$ cat src/rtl/sha1_msg_padder.sv
// sha1_msg_padder: turns a stream of big-endian 32-bit message words into the
// SHA-1 padded word stream (0x80 marker, zero fill, 64-bit bit length), one word
// per beat, grouped into 16-word blocks for the round core.
//
// Ports:
//   clk, reset_n                   clock, synchronous active-low reset
//   in_data/in_valid/in_ready      message word input handshake
//   in_last/in_bytes               final-word marker and valid byte count (0..4)
//   out_data/out_valid/out_ready   padded word output handshake (single register)
//   out_first/out_blk_last         word 0 / word 15 of a block
//   out_msg_last                   word 15 of the final block of the message
//   busy                           message in progress or output pending
module sha1_msg_padder #(
    parameter int unsigned LEN_W = 64
) (
    input  logic        clk,
    input  logic        reset_n,
    input  logic [31:0] in_data,
    input  logic        in_valid,
    output logic        in_ready,
    input  logic        in_last,
    input  logic [2:0]  in_bytes,
    output logic [31:0] out_data,
    output logic        out_valid,
    input  logic        out_ready,
    output logic        out_first,
    output logic        out_blk_last,
    output logic        out_msg_last,
    output logic        busy
);

    typedef enum logic [2:0] {
        StIdle,
        StData,
        StPad,
        StZero,
        StLenHi,
        StLenLo
    } state_e;

    state_e           state_q, state_d;
    logic [3:0]       widx_q, widx_d;
    logic [LEN_W-1:0] len_q, len_d;
    logic [31:0]      data_q, data_d;
    logic             valid_q, valid_d;
    logic             first_q, first_d;
    logic             blk_last_q, blk_last_d;
    logic             msg_last_q, msg_last_d;

    logic        slot_free;
    logic        accept_ok;
    logic        load;
    logic        load_msg_last;
    logic [31:0] load_word;
    logic [2:0]  nbytes;
    logic [31:0] pad_word;
    logic [63:0] len_ext;

    assign slot_free = !valid_q || out_ready;
    assign accept_ok = (state_q == StIdle) || (state_q == StData);
    assign in_ready  = slot_free && accept_ok;
    assign len_ext   = 64'(len_q);

    // Oversized in_bytes on the last word behaves like a full word.
    assign nbytes = (in_last && (in_bytes < 3'd4)) ? in_bytes : 3'd4;

    // Partial last word: keep the valid leading bytes, marker byte right after them.
    always_comb begin
        pad_word = 32'h8000_0000;
        unique case (in_bytes[1:0])
            2'd0: pad_word = 32'h8000_0000;
            2'd1: pad_word = {in_data[31:24], 24'h80_0000};
            2'd2: pad_word = {in_data[31:16], 16'h8000};
            2'd3: pad_word = {in_data[31:8], 8'h80};
            default: pad_word = 32'h8000_0000;
        endcase
    end

    always_comb begin
        state_d       = state_q;
        widx_d        = widx_q;
        len_d         = len_q;
        data_d        = data_q;
        valid_d       = valid_q;
        first_d       = first_q;
        blk_last_d    = blk_last_q;
        msg_last_d    = msg_last_q;
        load          = 1'b0;
        load_word     = 32'h0;
        load_msg_last = 1'b0;

        if (valid_q && out_ready) begin
            valid_d = 1'b0;
        end

        unique case (state_q)
            StIdle, StData: begin
                if (in_valid && slot_free) begin
                    load  = 1'b1;
                    len_d = len_q + LEN_W'({nbytes, 3'b000});
                    if (!in_last) begin
                        load_word = in_data;
                        state_d   = StData;
                    end else if (nbytes == 3'd4) begin
                        load_word = in_data;
                        state_d   = StPad;
                    end else begin
                        load_word = pad_word;
                        state_d   = StZero;
                    end
                end
            end
            StPad: begin
                if (slot_free) begin
                    load      = 1'b1;
                    load_word = 32'h8000_0000;
                    state_d   = StZero;
                end
            end
            StZero: begin
                // Index 14 is reserved for the length; move on without loading.
                if (slot_free) begin
                    if (widx_q == 4'd14) begin
                        state_d = StLenHi;
                    end else begin
                        load      = 1'b1;
                        load_word = 32'h0;
                    end
                end
            end
            StLenHi: begin
                if (slot_free) begin
                    load      = 1'b1;
                    load_word = len_ext[63:32];
                    state_d   = StLenLo;
                end
            end
            StLenLo: begin
                if (slot_free) begin
                    load          = 1'b1;
                    load_word     = len_ext[31:0];
                    load_msg_last = 1'b1;
                    len_d         = '0;
                    state_d       = StIdle;
                end
            end
            default: state_d = StIdle;
        endcase

        if (load) begin
            data_d     = load_word;
            valid_d    = 1'b1;
            first_d    = (widx_q == 4'd0);
            blk_last_d = (widx_q == 4'd15);
            msg_last_d = load_msg_last;
            widx_d     = widx_q + 4'd1;
        end
    end

    always_ff @(posedge clk) begin
        if (!reset_n) begin
            state_q    <= StIdle;
            widx_q     <= 4'd0;
            len_q      <= '0;
            data_q     <= 32'h0;
            valid_q    <= 1'b0;
            first_q    <= 1'b0;
            blk_last_q <= 1'b0;
            msg_last_q <= 1'b0;
        end else begin
            state_q    <= state_d;
            widx_q     <= widx_d;
            len_q      <= len_d;
            data_q     <= data_d;
            valid_q    <= valid_d;
            first_q    <= first_d;
            blk_last_q <= blk_last_d;
            msg_last_q <= msg_last_d;
        end
    end

    assign out_data     = data_q;
    assign out_valid    = valid_q;
    assign out_first    = first_q;
    assign out_blk_last = blk_last_q;
    assign out_msg_last = msg_last_q;
    assign busy         = (state_q != StIdle) || valid_q;

endmodule

$ cat config.mk
export PLATFORM = sky130hd
export DESIGN_NAME = sha1_msg_padder
export DESIGN_NICKNAME = d
export VERILOG_FILES = /design/src/rtl/sha1_msg_padder.sv
export SDC_FILE = /design/constraint.sdc
export NUM_CORES = 1
export LEC_CHECK = 0
export CAP_MARGIN = 20
export CORE_ASPECT_RATIO = 1.25
export CORE_MARGIN = 3
export CORE_UTILIZATION = 45
export CTS_BUF_LIST = sky130_fd_sc_hd__clkbuf_4 sky130_fd_sc_hd__clkbuf_8 sky130_fd_sc_hd__clkbuf_16
export CTS_CLUSTER_SIZE = 10
export DETAILED_ROUTE_END_ITERATION = 10
export DONT_BUFFER_PORTS = 1
export REMOVE_ABC_BUFFERS = 1
export SYNTH_ARGS = -nofsm -noshare
export SYNTH_HDL_FRONTEND = slang
export SYNTH_SLANG_ARGS = --single-unit
$ cat constraint.sdc
create_clock -name clk -period 6.5 [get_ports clk]
set_input_delay 1.3 -clock clk [delete_from_list [all_inputs] [get_ports clk]]
set_output_delay 1.3 -clock clk [all_outputs]
set_load 0.05 [all_outputs]
# Word level (Yosys, flattened, before mapping)
# Cells that the tools add are included.
dict set report op_classes {
  addsub 2
  n_mul 0
  div_mod_pow 0
  n_lt_le_gt_ge 1
  eq_ne 17
  shift 0
  mux 29
  n_bitwise 0
  reduce_logical 18
}
# cell count
set op_table {}
lappend op_table {{$pmux W32 S4} 2}
lappend op_table {{$mux W32} 6}
lappend op_table {{$mux W64} 2}
lappend op_table {{$pmux W64 S2} 1}
lappend op_table {{$add A64 B6 Y64} 1}
lappend op_table {{$mux W3} 7}
lappend op_table {{$pmux W3 S5} 1}
lappend op_table {{$ne A2 B2 Y1 const B} 6}
lappend op_table {{$eq A3 B3 Y1 const B} 3}
lappend op_table {{$eq A4 B4 Y1 const B} 2}
lappend op_table {{$mux W1} 8}
lappend op_table {{$eq A3 B2 Y1 const B} 2}
lappend op_table {{$reduce_and A6 Y1} 1}
lappend op_table {{$add A4 B1 Y4 const B} 1}
lappend op_table {{$eq A2 B2 Y1 const B} 2}
lappend op_table {{$logic_and A1 B1 Y1} 4}
lappend op_table {{$logic_not A4 Y1} 1}
lappend op_table {{$reduce_bool A2 Y1} 2}
lappend op_table {{$eq A3 B1 Y1 const B} 1}
lappend op_table {{$logic_not A3 Y1} 1}
lappend op_table {{$logic_or A1 B1 Y1} 3}
lappend op_table {{$lt A3 B3 Y1 const B} 1}
lappend op_table {{$pmux W1 S3} 1}
lappend op_table {{$reduce_and A3 Y1} 1}
lappend op_table {{7 further kinds} 7}
dict set report word_totals {
  regBits 107
  latchBits 0
  ramBits 0
  mem_bits_ro 0
  inputBits 40
  output_inout_bits 38
  wordCells 75
  n_memories 0
}

# Logic depth before layout (Yosys ltp)
dict set report logic_depth {
  depth_word 8
  ltp_mapped 11
  depth_no_buf 9
}

# Worst setup path after synthesis
# OpenSTA, ideal clock, no wires.
dict set report synth_timing {
  kind {input to output}
  from {input port out_ready}
  to {output port in_ready}
  t_arrival_ns 2.490
  required_time_ns 5.200
  setup_slack_ns 2.710
  path_stages 2
  n_path_buf 0
  cell_sequence {nor2b_1 nor3_1}
}
dict set report synth_between {
  elab_chain_cells 2
}
# element line
set synth_lines {}
lappend synth_lines {{start: declaration} 25} ;# input logic out_ready,
lappend synth_lines {{$logic_or A1 B1 Y1} 59} ;# assign slot_free = !valid_q || out_ready;
lappend synth_lines {{$logic_and A1 B1 Y1} 61} ;# assign in_ready = slot_free && accept_ok;
lappend synth_lines {{end: declaration} 20} ;# output logic in_ready,
# Every way passes these cells.

# Worst setup path in the final report
dict set report layout_timing {
  from {input port in_last}
  to {register len_q[49] (netlist: len_ext[49])}
}
dict set report layout_between {
  elab_chain_cells 5
}
# element line
set layout_lines {}
lappend layout_lines {{start: declaration} 21} ;# input logic in_last,
lappend layout_lines {{$logic_and A1 B1 Y1} 65} ;# assign nbytes = (in_last && (in_bytes < 3'd4)) ? in_bytes : 3'd4;
lappend layout_lines {{$mux W3} 65}
lappend layout_lines {{$add A64 B6 Y64} 100} ;# len_d = len_q + LEN_W'({nbytes, 3'b000});
lappend layout_lines {{$mux W64} 98} ;# if (in_valid && slot_free) begin
lappend layout_lines {{$pmux W64 S2} 96} ;# unique case (state_q)
lappend layout_lines {{end signal: assignment} 173} ;# len_q <= len_d;
lappend layout_lines {{end: declaration} 43} ;# logic [LEN_W-1:0] len_q, len_d;
# Every way passes these cells. The select of a mux whose other input is x is not followed.
# A chain may end at the register's enable or synchronous reset.

==> summary.md <==
| Metric | Value |
|---|---|
| Worst hold path class | `flop to flop` |
| Hold violation total from the final report | `0` |
| Worst Setup Path Type | `input pin to flop` |
| CTS HTree Levels | `3` |
| CP startpoint kind | `input pin` |
| CTS Buf Count | `9` |
| Final WL | `14,000 microns` |
| Layout cell share with drive strength beyond 1 | `6.70%` |
| Maxcap violations | `0` |
| GRT overflow | `0` |
| Mapped Area | `5060 sq um` |
| Post-synth EDFFs | `0` |
| Fin Hold WS | `0.502 ns` |
| Unrepaired setup endpoints after global routing | `false` |
| Cell leakage power | `approximately 1.7 nW` |
| Die width | `101 microns` |
| Post-route ant nets | `0` |
| Post-Synthesis Cells | `598` |
| Final core occ | `50.5%` |
| Max clock buf depth | `2` |
| Die Area | `12,600 sq um` |
| PD cells | `263 nW/um^2` |
| # port buffers | `0` |
| Syn_area_per_cell | `8.46 sq um` |
| Vias in the first global route | `4,292` |
| Initial antenna violation count | `0` |
| DR DRC count | `0` |
| Data required, critical path | `6.77 ns` |
| Post-CTS Hold Fix Bufs | `0` |
| First-pass GRT wire length | `22,800 microns` |
| Clock Root Buffer | `clkbuf_16` |
| GRT Total Usage | `22.6%` |
| Wire length per cell after detailed routing | `about 20 microns` |
| Worst-skew pair later-pin latency | `0.34 ns` |
| Final Skew | `0.00884 ns` |
| CP Capture Type | `flop` |
| Setup violators final | `0` |
| Drt first-iter violations | `401` |
| CTS Sinks | `104` |
| Slew HR | `43.5%` |
| Post-DP HPWL | `9800 microns` |
| Commonest cells after routing, fill and taps aside | `dfxtp_1 (104), a21oi_1 (72), nand2_1 (60)` |
| CTS tree | `built` |
| Yosys warns | `0` |
| Nets@finish | `626` |
| CORE AREA | `10,800 sq um` |
| Ys async rst share | `0%` |
| CP Data Arrival Time | `3.94 ns` |
| Vias per cell | `about 6.4` |
| Min Tclk post-route | `around 3.7 ns` |
| Peak VDD IR | `112 uV` |
| Part of the cycle the worst path needs | `56.5%` |
| FF+latch count, synth | `104` |
| Antenna Cells | `0` |
| Largest net degree at the start of global routing | `57` |
| Routability cong. | `about 0.82` |
| Fill count | `about 1.1k` |
| DR pass1 iterations | `7` |
| Worst Tran Pin Value | `approximately 0.85 ns` |
| Final slew viol count | `0` |
| Starting Density | `a little under half` |
| DIE HEIGHT | `roughly 120 microns` |
| Clk slew on worst S/H paths | `0.07 ns` |
| Yosys cell types | `47` |
| FP Rows | `42` |
| Leading cell type in the layout, fill and taps excluded | `dfxtp_1` |
| Seq/Total Area, Yosys | `roughly two fifths` |
| Max Clk Rate | `272 MHz` |
| Area Overhead vs Synth | `7.57%` |
| Post-cts gate resize count | `0` |
| Top FF cell, synth | `dfxtp_1` |
| I/O pin count | `78` |
| Status | `finished, final reports clean` |
| Final TNS setup | `0 ns` |
| Post-CTS setup buffers | `0` |
| Worst-path fanout max | `24` |
| Vias | `4,561` |
## final timing paths
check | start | to | slack (ns) | cells past startpoint
max | in_last | len_ext[49]$_SDFFE_PN0P_ | 2.83 | 9
min | len_ext[54]$_SDFFE_PN0P_ | len_ext[54]$_SDFFE_PN0P_ | 0.50 | 2
max reg2reg | out_valid$_SDFFE_PN0P_ | len_ext[16]$_SDFFE_PN0P_ | 3.45 | 7
min reg2reg | len_ext[54]$_SDFFE_PN0P_ | len_ext[54]$_SDFFE_PN0P_ | 0.50 | 2
## area by class of cell
type / count / area [sq um] / share of cell area [%]
clock buffers: 12 / 254 / 4.67
multi-input cells: 448 / 2800 / 51.5
clock inverters: 3 / 42.5 / 0.782
inverters: 10 / 37.5 / 0.690
repair buffers: 5 / 57.6 / 1.06
flip-flops and latches: 104 / 2080 / 38.3
well taps: 132 / 165 / 3.04
## worst max-delay path: stages
cell and delay [ns]:
nor2b_1 0.25, and2_1 0.18, ha_1 0.18, fa_1 0.21, a21oi_1 0.16, nor4_4 0.30, nand4_2 0.52, or4_1 0.66
a21oi_1 0.16
## metal layers
layer	part of all wire [%]	vias to the layer above	global-route usage, %
li1	-	2215	-
met1	43	2187	30.0
met2	48	144	37.0
met3	7.6	15	4.43
met4	1.6	0	6.50
met5	0	-	0
## state kept, by name, summed over array words and instances (netlist names)
signal / flops
out_blk_last: 1
state_q: 3
widx_q: 4
out_first: 1
out_msg_last: 1
out_data: 32
out_valid: 1
len_ext: 61
## cells in the mapped netlist, types with 2 or more instances
library cell / n / share of area [%]
a222oi_1: 29 / 5.7
clkbuf_1: 25 / 1.9
buf_4: 2 / 0.30
xor2_1: 17 / 2.9
xnor2_1: 8 / 1.4
nand4_1: 27 / 3.3
inv_1: 9 / 0.67
or2_2: 3 / 0.37
nor2_1: 54 / 4.0
o31ai_1: 16 / 2.4
o211ai_1: 4 / 0.59
nor4_4: 3 / 1.3
and4_1: 3 / 0.52
nor3_1: 8 / 0.79
a31oi_1: 4 / 0.49
and3_1: 10 / 1.2
buf_1: 4 / 0.30
or4_1: 18 / 2.7
nor4_1: 3 / 0.37
ha_1: 7 / 1.7
nand3_1: 22 / 2.2
and2_1: 4 / 0.49
dfxtp_1: 104 / 41
o21ai_0: 26 / 2.6
or3_1: 22 / 2.7
buf_2: 4 / 0.40
nand2_1: 60 / 4.5
nand4_2: 3 / 0.74
nor2b_1: 2 / 0.25
mux2i_1: 3 / 0.59
a22oi_1: 5 / 0.74
nand2b_1: 3 / 0.37
a21oi_1: 72 / 7.1
## power by group
part | internal [W] | switching [W] | leakage, nW
clock | 0.000315 | 0.000230 | 0.145
sequential | 0.000661 | 0.0000828 | 0.843
combinational | 0.0000499 | 0.0000920 | 0.720
## cell families (layout without fill, tap and decap cells)
| group | Yosys count | count (layout) | share of synthesized area, % |
|---|---|---|---|
| and+or+nand+nor | 249 | 249 | 26.8 |
| AOI/OAI and AO/OA | 162 | 162 | 21.0 |
| DFF | 104 | 104 | 41.2 |
| buffers and inverters | 46 | 30 | 3.81 |
| xor gates and xnor gates | 25 | 25 | 4.33 |
| adders and majority gates | 8 | 8 | 2.13 |
| muxes | 4 | 4 | 0.816 |
## metrics by stage
stage | power [W] | cell area (sq um) | cells | setup WS, ns
CTS | 0.00144 | 5410 | 713 | 2.82
detailed placement | 0.000895 | 5120 | 698 | 2.46
global placement | 0.000891 | 5120 | 698 | 2.56
floorplan | 0.000854 | 4900 | 562 | 2.61
global route | 0.00150 | 5440 | 714 | 2.55
finish | 0.00143 | 5440 | 714 | 2.83
No activity file was read; power rests on OpenSTA's default activity.
